File: config.mk
export PLATFORM = sky130hd
export DESIGN_NAME = riscv_microcode_sequencer
export DESIGN_NICKNAME = d
export VERILOG_FILES = /design/src/rtl/riscv_microcode_pkg.sv /design/src/rtl/riscv_microcode_sequencer_uop_timeout_counter.sv /design/src/rtl/riscv_microcode_sequencer.sv
export SDC_FILE = /design/constraint.sdc
export NUM_CORES = 1
export LEC_CHECK = 0
export ABC_AREA = 1
export BUFFER_PORTS_ARGS = -buffer_cell sky130_fd_sc_hd__buf_2
export CAP_MARGIN = 30
export CORE_MARGIN = 5
export CORE_UTILIZATION = 55
export DETAILED_ROUTE_END_ITERATION = 12
export GPL_TIMING_DRIVEN = 0
export PLACE_DENSITY_LB_ADDON = 0.2
export SETUP_SLACK_MARGIN = 0.1
export SLEW_MARGIN = 25
export SYNTH_ARGS = -nofsm -noshare
export SYNTH_HDL_FRONTEND = slang
export SYNTH_SLANG_ARGS = --single-unit
File: constraint.sdc
create_clock -name clk -period 4.3 [get_ports clk]
set_input_delay 1.075 -clock clk [delete_from_list [all_inputs] [get_ports clk]]
set_output_delay 1.075 -clock clk [all_outputs]
set_load 0.05 [all_outputs]
File: src/rtl/riscv_microcode_pkg.sv
// Shared definitions for the microcode decode/sequencer slice: word geometry,
// slot field positions and the sequencer state encoding.
package riscv_microcode_pkg;

  localparam int MICROCODE_WIDTH = 64;
  localparam int SLOT_WIDTH      = 16;
  localparam int NUM_SLOTS       = MICROCODE_WIDTH / SLOT_WIDTH;
  localparam int INDEX_WIDTH     = $clog2(NUM_SLOTS);

  localparam int LAST_BIT    = 15;
  localparam int NOP_BIT     = 14;
  localparam int PAYLOAD_MSB = 13;

  typedef enum logic [1:0] {
    IDLE   = 2'd0,
    ISSUE  = 2'd1,
    RETIRE = 2'd2,
    ERROR  = 2'd3
  } seq_state_e;

  // Slot 0 lives in the most significant bits of the word.
  function automatic logic [SLOT_WIDTH-1:0] get_slot(
    input logic [MICROCODE_WIDTH-1:0] word,
    input logic [INDEX_WIDTH-1:0]     idx
  );
    logic [SLOT_WIDTH-1:0] slot;
    slot = '0;
    for (int i = 0; i < NUM_SLOTS; i++) begin
      if (idx == i[INDEX_WIDTH-1:0])
        slot = word[MICROCODE_WIDTH-1-SLOT_WIDTH*i -: SLOT_WIDTH];
    end
    return slot;
  endfunction

endpackage

File: src/rtl/riscv_microcode_sequencer_uop_timeout_counter.sv
// Counts stalled micro-op cycles and flags when the execution unit has kept
// a valid micro-op waiting for TIMEOUT_CYCLES cycles.
module uop_timeout_counter #(
  parameter int TIMEOUT_CYCLES = 255
) (
  input  logic clk,
  input  logic reset,
  input  logic count_en,
  input  logic clear,
  output logic expired
);

  localparam int CW = $clog2(TIMEOUT_CYCLES + 1);

  logic [CW-1:0] count;

  always_ff @(posedge clk) begin
    if (reset)
      count <= '0;
    else if (clear)
      count <= '0;
    else if (count_en && !expired)
      count <= count + 1'b1;
  end

  assign expired = (count == CW'(TIMEOUT_CYCLES));

endmodule

File: src/rtl/riscv_microcode_sequencer.sv
// Splits a 64-bit microcode word into four 16-bit micro-ops and issues them
// in order to the execution unit over a valid/ready handshake.
module riscv_microcode_sequencer
  import riscv_microcode_pkg::*;
#(
  parameter int TIMEOUT_CYCLES = 255
) (
  input  logic                       clk,
  input  logic                       reset,
  input  logic [MICROCODE_WIDTH-1:0] microcode_word,
  input  logic [31:0]                current_instruction,
  input  logic                       microcode_valid,
  output logic                       instr_ready,
  output logic [SLOT_WIDTH-1:0]      uop,
  output logic [INDEX_WIDTH-1:0]     uop_index,
  output logic                       uop_valid,
  input  logic                       uop_ready,
  output logic [31:0]                instruction_out,
  output logic                       busy,
  output logic                       done,
  output logic                       illegal,
  output logic                       error
);

  seq_state_e                 state_q, state_d;
  logic [MICROCODE_WIDTH-1:0] word_q;
  logic [31:0]                instr_q;
  logic [INDEX_WIDTH-1:0]     index_q, index_d;
  logic                       illegal_q;

  logic [SLOT_WIDTH-1:0] slot;
  logic                  slot_is_nop;
  logic                  slot_is_final;
  logic                  accept;
  logic                  reject;
  logic                  advance;
  logic                  expired;

  assign slot          = get_slot(word_q, index_q);
  assign slot_is_nop   = slot[NOP_BIT];
  assign slot_is_final = slot[LAST_BIT] || (index_q == INDEX_WIDTH'(NUM_SLOTS - 1));

  assign accept = (state_q == IDLE) && microcode_valid && (|microcode_word);
  assign reject = (state_q == IDLE) && microcode_valid && !(|microcode_word);

  // A NOP slot advances on its own; a real slot advances only on handshake.
  always_comb begin
    state_d   = state_q;
    index_d   = index_q;
    uop_valid = 1'b0;
    advance   = 1'b0;
    case (state_q)
      IDLE: begin
        if (accept) begin
          state_d = ISSUE;
          index_d = '0;
        end
      end
      ISSUE: begin
        if (expired) begin
          state_d = ERROR;
        end else if (slot_is_nop) begin
          advance = 1'b1;
        end else begin
          uop_valid = 1'b1;
          advance   = uop_ready;
        end
        if (advance) begin
          if (slot_is_final)
            state_d = RETIRE;
          else
            index_d = index_q + 1'b1;
        end
      end
      RETIRE:  state_d = IDLE;
      ERROR:   state_d = ERROR;
      default: state_d = IDLE;
    endcase
  end

  always_ff @(posedge clk) begin
    if (reset) begin
      state_q   <= IDLE;
      index_q   <= '0;
      word_q    <= '0;
      instr_q   <= '0;
      illegal_q <= 1'b0;
    end else begin
      state_q   <= state_d;
      index_q   <= index_d;
      illegal_q <= reject;
      if (accept) begin
        word_q  <= microcode_word;
        instr_q <= current_instruction;
      end
    end
  end

  uop_timeout_counter #(
    .TIMEOUT_CYCLES(TIMEOUT_CYCLES)
  ) u_timeout (
    .clk     (clk),
    .reset   (reset),
    .count_en(uop_valid && !uop_ready),
    .clear   (advance || (state_q != ISSUE)),
    .expired (expired)
  );

  assign instr_ready     = (state_q == IDLE);
  assign busy            = (state_q != IDLE);
  assign done            = (state_q == RETIRE);
  assign error           = (state_q == ERROR);
  assign illegal         = illegal_q;
  assign uop             = slot;
  assign uop_index       = index_q;
  assign instruction_out = instr_q;

endmodule

Word-level counts from Yosys, hierarchy flattened
Index checks and enable logic that the tools add are counted.

Add/subtract/negate cells: 2. Equal/unequal tests: 11. Mux-type cells: 20. Reductions and logical operators: 17.

Operators by type and width (number): 16-bit two-way mux (4); 64-bit OR reduction (1); 2-bit two-way mux (7); 8-bit by 1-bit adder with 8-bit output (second input constant) (1); 2-bit == test (second input constant) (4); 8-bit == test (second input constant) (1); 2-bit one-hot mux with 4 select lines (1); 1-bit two-way mux (7); 1-bit logical AND (5); 2-bit by 1-bit == test with 1-bit output (second input constant) (2); 2-bit zero test (2); 2-bit by 1-bit != test with 1-bit output (second input constant) (2); 2-bit != test (second input constant) (2); 2-bit one-hot mux with 2 select lines (1); 4-bit AND reduction (1); 2-bit nonzero test (2); 1-bit zero test (3); 2-bit by 1-bit adder with 2-bit output (second input constant) (1); 1-bit logical OR (2); 2-bit OR reduction (1).

Flip-flop bits (word level): 109.

Logic depth before layout (Yosys ltp)
Gate-level depths: netlist of the first run.

Depth in word-level cells: 11. Mapped depth: 14.

Modules after synthesis
A second synthesis of the first run with hierarchy kept.

Cells, all modules: 710. Area total of the unflattened synthesis: 5003.5 um^2.

Modules (own cells, without submodules): riscv_microcode_sequencer (instances 1, cells an instance 638, area each 4546.9 um^2, sequential area each 2021.9 um^2); uop_timeout_counter (instances 1, cells an instance 72, area each 456.7 um^2, sequential area each 160.2 um^2).

Worst setup path before layout of the first run
No wires, ideal clock.

Path type: reg-to-output. Start: register index_q[0], in the netlist uop_index[0]. End: output port uop[6]. Arrival time: 2688 ps. Setup slack: 537 ps. Stages on the path, launching flop included: 8. Path buffers: 2. Cells stage by stage: dfxtp_1 > inv_1 > ha_1 > buf_4 > inv_4 > clkbuf_1 > o21ai_0 > o21ai_0.

Longest elaborated chain between the ends: 5. Elaborated cells on any way between the ends: 8. Those cells by class: 3 x eq/ne; 4 x mux; 1 x reduce/logical.

RTL lines: start, declared (line riscv_microcode_sequencer.sv:28) `logic [INDEX_WIDTH-1:0] index_q, index_d;`; start signal, assigned (line riscv_microcode_sequencer.sv:90) `index_q <= index_d;`; 2-bit zero test (line riscv_microcode_pkg.sv:29) `if (idx == i[INDEX_WIDTH-1:0])`; 16-bit two-way mux (3 in a row) (line riscv_microcode_pkg.sv:29); 16-bit two-way mux * (line riscv_microcode_pkg.sv:29); end, declared (line riscv_microcode_sequencer.sv:14) `output logic [SLOT_WIDTH-1:0] uop,`.

Mark *: on every way between the ends. The rest lies on a longest branch, timed or not.

Final worst setup path of the first run
Start: register index_q[0], in the netlist uop_index[0]. End: output port uop[7].

Same word-level chain as after synthesis.

==> results of run 1 <==
-- how the worst max path moves through the flow --
stage            startpoint      end  slack (ps)  cells after the start
5_1_grt        uop_index[1]   uop[3]         600                      9
3_3_place_gp   uop_index[0]  uop[15]        1250                      8
6_report       uop_index[0]   uop[7]         740                      9
4_1_cts        uop_index[0]  uop[15]         770                      8
3_5_place_dp   uop_index[0]  uop[15]        1210                      8
2_1_floorplan  uop_index[0]   uop[6]         540                      7
-- kinds of logic (layout without fill, tap and decap cells) --
| family | count (synthesis) | count (layout) | share of synthesized area (%) |
|---|---|---|---|
| xor gates and xnor gates | 2 | 2 | 0.362 |
| DFF | 109 | 109 | 45.1 |
| and+or+nand+nor | 354 | 354 | 29.0 |
| AOI/OAI and AO/OA | 160 | 160 | 17.5 |
| adders and majority gates | 5 | 5 | 1.29 |
| buffers and inverters | 66 | 237 | 6.75 |
-- worst max-delay path, stage by stage (launching register included) --
cell	delay (ps)
dfxtp_1	370
inv_1	120
ha_1	160
clkbuf_2	190
clkbuf_1	340
nand3_1	130
nand2_1	150
o21ai_0	100
o21ai_0	230
buf_2	310
-- stage by stage --
step / cells / setup WS (ps) / cell area, µm² / utilization (%) / hold slack (ps)
floorplan: 696 / 537 / 4840 / - / 445
global placement: 959 / 1250 / 5750 / 66.6 / 454
detailed placement: 959 / 1210 / 5750 / 66.6 / 467
CTS: 975 / 767 / 5940 / 68.8 / 488
global route: 975 / 599 / 5940 / 68.8 / 509
finish: 975 / 743 / 5940 / 68.8 / 486
-- synthesized netlist by cell type, drive strengths merged --
master	number	share of area [%]
clkinv	1	0.10
o21ai	119	12
a211oi	1	0.16
inv	23	1.8
xor2	2	0.36
ha	5	1.3
nand4	2	0.57
o21bai	1	0.23
nand3b	2	0.31
clkbuf	20	1.6
nand3	14	1.6
a21boi	1	0.39
a21oi	30	3.2
nand2	75	6.0
nor2	258	20
o211ai	6	0.93
nor4	1	0.13
dfxtp	109	45
buf	22	3.2
nor3	2	0.21
o21a	2	0.31
-- metal layers --
| layer | global-route usage [%] | vias up |
|---|---|---|
| li1 | - | 2570 |
| met1 | 32.1 | 2311 |
| met2 | 39.4 | 188 |
| met3 | 5.10 | 23 |
| met4 | 9.16 | 0 |
| met5 | 0 | - |
-- where the power goes --
part | leakage (nW) | internal (mW) | switching, mW | total, mW
combinational | 1.81 | 0.305 | 0.835 | 1.14
sequential | 0.902 | 1.13 | 0.0664 | 1.19
clock | 0.0918 | 0.226 | 0.367 | 0.593
total | 2.80 | 1.66 | 1.27 | 2.92
-- layout make-up --
type,instances,area (µm²),share of cell area (%)
plain buffers,42,233,3.92
clock buffers,9,124,2.09
flip-flops and latches,109,2180,36.7
repair buffers,155,776,13.1
clock inverters,7,66.3,1.12
inverters,24,93.8,1.58
well taps,108,135,2.27
multi-input cells,521,2330,39.2
-- registers in the layout, indices dropped and copies added (netlist names) --
register / flops
word_q: 64
state_q: 2
uop_index: 2
u_timeout.count: 8
illegal: 1
instruction_out: 32
==> results.ini, run 1 <==
[outcome]
status = complete, no violations

[hold_path]
hold_start = instruction_out[10]
hold_path_class = flop to flop
hold_end = instruction_out[10]
min_delay_path_depth = 2

[placed_design]
port_buffers = 155
routabilityCongestion = 0.998
place_hpwl_um = 10700

[setup_path]
startpoint_type = flop
worst-r2r-setup-slack_ps = 2220
r2r-start = uop_index[0]
worstSetupPathType = flop to output port
critPathCaptureType = output port
reg2regPathDepth = 11
r2r_end = uop_index[1]
worst_ep_required_time_ps = 3220
cp_max_fo = 10
cp.arrival_ps = 2480

[synthesis]
synthCells = 696
yosysWarnings = 0
ys_types = 34
syn-cell-area_um2 = 4840
synth-seq-cells = 109
synth_nets = 801
yosysSeqAreaShare_pct = 45.1
avgSynthCellArea_um2 = 6.95

[global_routing]
globalRouteOverflowTotal = 0
track_usage_pct = 24.4
grt_max_degree = 21
grt_pass1_vias = 4769
antenna_found_initial = 0
grt_first_pass_wirelength_um = 21800

[cells_and_area]
area_growth_pct = 22.8
drive_above_1_share_pct = 24.0
final_nets = 967
layout_commonest_cell = nor2_1
mostFrequentLayoutCells = nor2_1, buf_2, o21ai_0, dfxtp_1, nand2_1
n_fill_cell = 800
n_antenna_cell = 0

[clock_network]
cts_sinks = 109
worstSkewPairLatency_ps = 370
cts_resized = 0
hold_buffers = 0
htree_levels = 3
ctsLongestPathBuffers = 2
postCtsSetupRepairBufs = 0
path_clk_slew_ps = 110
tritoncts = built
cts_root_buf = clkbuf_8
cts_buffers = 9

[route]
vias = 5092
dr.pass1.iters = 5
finalWirelength_um = 13400
drc = 0
wl_met3_um = 1000
top_layer_used = met4
viasPerCell = 5.22
ant_nets = 0
initialDrtViolationCount = 239
wl_met1_um = 5900
dr_wl_met2_um = 6230
wl_per_cell_um = 13.8

[die]
die_w_um = 104
rows = 34
die_h_um = 104
io_pins = 156
initial_core_util_pct = 56.0
core_area_um2 = 8640
dieArea_um2 = 10800

[timing]
final_hold_viol_count = 0
worst_pin_slew_ps = 688
relSlewSlack_pct = 54.1
report.final.slew_viol_count = 0
fin_crit_ps = 3560
finalSetupViolations = 0
fin_setup_tns_ps = 0
post-route-period-util_pct = 82.7
max_freq_mhz = 281
finalClockSkew_ps = 14.8
rsz0062_at_grt = no

[run]
max_cap_violations = 0

[power_and_ir_drop]
leakage_nw = 2.80
powerDensity_nw_per_um2 = 492
total_power_mw = 2.92
ir_drop_mv = 0.520

No activity file was read; power rests on OpenSTA's default activity.
==> run 2, diff against run 1 <==
- CORE_UTILIZATION: 55 -> 46
- clock period: 4.3 -> 3.19 ns (I/O delays scaled with it)
==> results.ini, run 2 (same netlist as run 1, synthesis figures left out) <==
[placed_design]
routabilityCongestion = 0.899
place_hpwl_um = 10800
post_dp_cell_area_um2 = 5830
port_buffers = 155

[setup_path]
reg2regPathDepth = 10
worstSetupPathType = flop to output port
cp_max_fo = 10
worst_ep_required_time_ps = 2390
slowest_stage = dfxtp_1
r2r-start = uop_index[1]
crit_buf_inv = 4
crit_path_frequent_cell = inv_1
max_stage_delay_ps = 400
cp.arrival_ps = 2160
crit_family = buffers and inverters
path_cells = inv_1 > ha_1 > inv_1 > clkbuf_1 > o211ai_1 > a21oi_2 > buf_2
critPathCaptureType = output port
r2r_end = u_timeout.count[5]
worst-r2r-setup-slack_ps = 1220
startpoint = uop_index[1]
startpoint_type = flop

[clock_network]
cts_buffers = 9
path_clk_slew_ps = 100
postCtsSetupRepairBufs = 0
cts_root_buf = clkbuf_8
hold_buffers = 0
ctsLongestPathBuffers = 2
worstSkewPairLatency_ps = 370
htree_levels = 3
tritoncts = built
cts_sinks = 109

[hold_path]
hold_start = u_timeout.count[7]
hold_end = u_timeout.count[7]
min_delay_path_depth = 2
hold_path_class = flop to flop

[route]
initialDrtViolationCount = 374
vias = 5000
dr.pass1.iters = 8
finalWirelength_um = 13600
viasPerCell = 4.99
ant_nets = 0
drc = 0
wl_per_cell_um = 13.6

[cells_and_area]
final_core_util_pct = 59.4
area_growth_pct = 26.2
layout_commonest_cell = nor2_1
n_antenna_cell = 0
stdcell_area_um2 = 6110
drive_above_1_share_pct = 26.2
largest_reg_flops = 64
final_nets = 967
regMostFlops = word_q
mostFrequentLayoutCells = nor2_1, buf_2, dfxtp_1, o21ai_0, nand2_1

[timing]
report.final.slew_viol_count = 0
rsz0062_at_grt = no
post-route-period-util_pct = 92.8
fin_setup_tns_ps = 0
relSlewSlack_pct = 52.7
worst_pin_slew_ps = 709
max_freq_mhz = 338
final_hold_viol_count = 0
finalSetupViolations = 0
finalClockSkew_ps = 7.40
fin_crit_ps = 2960

[global_routing]
globalRouteOverflowTotal = 0
track_usage_pct = 21.7
grt_pass1_vias = 4843
grt_first_pass_wirelength_um = 22500
antenna_found_initial = 0
grt_max_degree = 17

[die]
rows = 37
die_h_um = 113
die_w_um = 113
initial_core_util_pct = 47.1
dieArea_um2 = 12700
io_pins = 156
core_area_um2 = 10300

[outcome]
status = complete, no violations

[power_and_ir_drop]
powerDensity_nw_per_um2 = 687
leakage_nw = 2.87
total_power_mw = 4.20
ir_drop_mv = 0.290

[run]
max_cap_violations = 0

[run 2: cell count changes in the layout (fill, tap and decap cells not counted), sizes merged]
| cell | before | now |
|---|---|---|
| clkbuf | 29 | 36 |
| buf | 177 | 173 |
| inv | 27 | 23 |
| bufinv | 0 | 3 |
| clkinvlp | 2 | 0 |
[run 2: what timing repair did]
item                       CTS  global route
gates resized for setup      6            17
setup endpoints to repair   13            16
pin swaps                    0             0
[run 2: worst max path at each step]
stage | endpoint | cells after the start | slack (ps)
floorplan | uop[6] | 7 | 70
global placement | uop[15] | 8 | 460
detailed placement | uop[15] | 8 | 420
CTS | uop[15] | 8 | 140
global route | uop[6] | 9 | 100
finish | uop[13] | 7 | 230
[run 2: metrics by stage]
step / cells / worst slack (ps) / hold slack (ps)
6_report: 1003 / 229 / 483
3_5_place_dp: 987 / 416 / 468
2_1_floorplan: 696 / 73.8 / 445
5_1_grt: 1003 / 101 / 508
4_1_cts: 1003 / 139 / 487
3_3_place_gp: 987 / 456 / 454
[run 2: per-layer routing]
layer,global-route usage (%),wire [µm]
met1,26.9,5870
met2,36.7,6470
met5,0,0
met3,3.94,859
met4,9.46,411
[run 2: cell type report]
class / count / area, µm²
Buffer: 42 / 245
Sequential cell: 109 / 2180
Clock buffer: 12 / 145
Tap cell: 136 / 170
Multi-Input combinational cell: 521 / 2380
Fill cell: 1012 / 4170
Timing Repair Buffer: 155 / 791
Clock inverter: 4 / 95.1
Inverter: 24 / 93.8
[run 2: worst register-to-register path, delay by kind of cell, from the launching register on]
kind,cells,cell delay (ps)
compound gates,3,490
buf+inv,3,420
flops,1,400
fa+ha+maj,1,200
simple gates,3,390
[run 2: where the power goes]
part / switching (mW) / leakage, nW / internal, mW
Sequential: 0.0941 / 0.902 / 1.52
Combinational: 1.13 / 1.85 / 0.453
Clock: 0.457 / 0.121 / 0.543
Total: 1.68 / 2.87 / 2.51
==> run 3, diff against run 2 <==
- ABC_AREA: 1 -> unset
- CORE_UTILIZATION: 46 -> 47
==> results.ini, run 3 <==
[synthesis]
ys_types = 34
syn-cell-area_um2 = 5130
yosysWarnings = 0
ys_top_cells_by_area = dfxtp_1, mux2i_1, nand2_1, a21oi_1, clkbuf_1
ys_top_cells_by_count = nand2_1, dfxtp_1, mux2i_1
synth-edff-count = 0
synth_largest_area_cell = dfxtp_1
yosysSeqAreaShare_pct = 42.6
async_flop_share_pct = 0
synth-seq-cells = 109
synth.most_common_cell = nand2_1
avgSynthCellArea_um2 = 8.18
synth_top_area_share_pct = 42.6
synthFlopType = dfxtp_1
synthCells = 627
synth_nets = 732

[cells_and_area]
final_nets = 898
stdcell_area_um2 = 6410
layout_commonest_cell = nand2_1
drive_above_1_share_pct = 26.9
area_growth_pct = 25.1
final-seq-area_um2 = 2180
mostFrequentLayoutCells = nand2_1, buf_2, dfxtp_1, mux2i_1, a21oi_1
n_antenna_cell = 0
final_core_util_pct = 59.7
n_fill_cell = 1036
regMostFlops = word_q
multiInputGateArea_um2 = 2780
largest_reg_flops = 64

[clock_network]
ctsLongestPathBuffers = 2
hold_buffers = 0
htree_levels = 3
path_clk_slew_ps = 110
worstSkewPairLatency_ps = 390
tritoncts = built
cts_buffers = 9
cts_sinks = 109
cts_root_buf = clkbuf_8
postCtsSetupRepairBufs = 0

[timing]
fin_crit_ps = 2980
fin_setup_tns_ps = 0
report.final.slew_viol_count = 0
rsz0062_at_grt = yes
worst_pin_slew_ps = 716
relSlewSlack_pct = 52.1
finalSetupViolations = 0
finalClockSkew_ps = 14.2
final_hold_viol_count = 0
post-route-period-util_pct = 93.4
max_freq_mhz = 336

[setup_path]
worst-r2r-setup-slack_ps = 1090
cp.arrival_ps = 2180
worstSetupPathType = flop to output port
reg2regPathDepth = 9
crit_family = buffers and inverters
startpoint_type = flop
path_cells = inv_1 > ha_1 > clkbuf_2 > clkbuf_4 > a221oi_1 > a21o_1 > buf_2
cp_max_fo = 10
max_stage_delay_ps = 410
slowest_stage = dfxtp_2
startpoint = uop_index[0]
crit_buf_inv = 4
r2r_end = u_timeout.count[7]
critPathCaptureType = output port
cp-endpoint = uop[15]
worst_ep_required_time_ps = 2390
crit_cells = 7
r2r-start = uop_index[0]

[run]
max_cap_violations = 0

[global_routing]
grt_use_met1_pct = 29.4
grtUsageMet2_pct = 38.4
grt_first_pass_wirelength_um = 23700
globalRouteOverflowTotal = 0
grt_pass1_vias = 4820
busiest_layer = met2
track_usage_pct = 22.9
grt_max_degree = 20
antenna_found_initial = 0
use_met3_pct = 5.55

[die]
io_pins = 156
initial_core_util_pct = 47.7
dieArea_um2 = 13100
die_w_um = 114
rows = 38
die_h_um = 114
core_area_um2 = 10700

[route]
vias = 4901
initialDrtViolationCount = 329
wl_per_cell_um = 15.9
dr.pass1.iters = 6
ant_nets = 0
drc = 0
finalWirelength_um = 14900
viasPerCell = 5.22

[power_and_ir_drop]
powerDensity_nw_per_um2 = 494
ir_drop_mv = 0.274
leakage_nw = 2.84
total_power_mw = 3.17

[placed_design]
place_hpwl_um = 11800
port_buffers = 155
routabilityCongestion = 0.839
post_dp_cell_area_um2 = 6120

[hold_path]
hold_path_class = flop to flop

[outcome]
status = complete, no violations

==> run 3: area by class of cell <==
cell class                 instances  share of cell area (%)
timing repair buffer             155                    12.9
clock buffer                       9                    1.93
sequential                       109                    34.1
buffer                            45                    3.53
multi-input combinational        465                    43.4
tap                              140                    2.73
inverter                           8                   0.468
clock inverter                     7                   0.917
==> run 3: routing by layer <==
layer | up-vias | part of all wire (%)
met2 | 167 | 48
met4 | 0 | 1.2
met3 | 13 | 8.0
li1 | 2442 | -
met1 | 2279 | 43
met5 | - | 0
==> run 3: how the worst min path moves through the flow <==
stage	from	end	slack, ps	cells past startpoint
floorplan	word_q[31]	word_q[31]	430	2
global route	word_q[63]	word_q[63]	480	2
global placement	instruction_out[31]	instruction_out[31]	440	2
finish	instruction_out[30]	instruction_out[30]	460	2
CTS	instruction_out[30]	instruction_out[30]	460	2
detailed placement	instruction_out[4]	instruction_out[4]	440	2
==> run 3: cells by family (layout without fill, tap and decap cells) <==
kind of cell | count (synthesis) | in the layout | share of synthesized area [%]
adder cells (fa/ha/maj) | 5 | 5 | 1.22
XOR/XNOR | 7 | 7 | 1.20
flip-flops | 109 | 109 | 42.6
buffers and inverters | 53 | 224 | 4.49
AND/OR/NAND/NOR | 299 | 299 | 25.2
multiplexers | 97 | 97 | 18.9
AO/OA/AOI/OAI | 57 | 57 | 6.42
==> run 3: worst register-to-register path, cell delays in order (launching register included) <==
cell and delay, ps:
dfxtp_2 410, inv_1 80, ha_1 190, clkbuf_2 160
a211oi_2 240, a211oi_2 120, clkbuf_4 210, nor4_1 390
xnor2_1 160, nor2_1 50
==> run 3: power breakdown <==
group,internal (mW),total (mW),switching (mW)
registers,1.46,1.53,0.0611
logic,0.287,0.830,0.543
clock network,0.294,0.810,0.516
total,2.05,3.17,1.12
==> run 3: stage by stage <==
step                      setup WS [ps]  instances  hold slack [ps]
final                               211        938              461
after global routing               84.9        938              477
after CTS                           112        938              464
after detailed placement           73.8        922              444
after global placement              117        922              439
after floorplan                   -54.5        627              435
==> run 3: what timing repair did <==
item,in CTS,in global routing
endpoints found under the setup margin,17,17
gates resized for setup,20,32
pin swaps,0,0
hold endpoints to repair,0,0
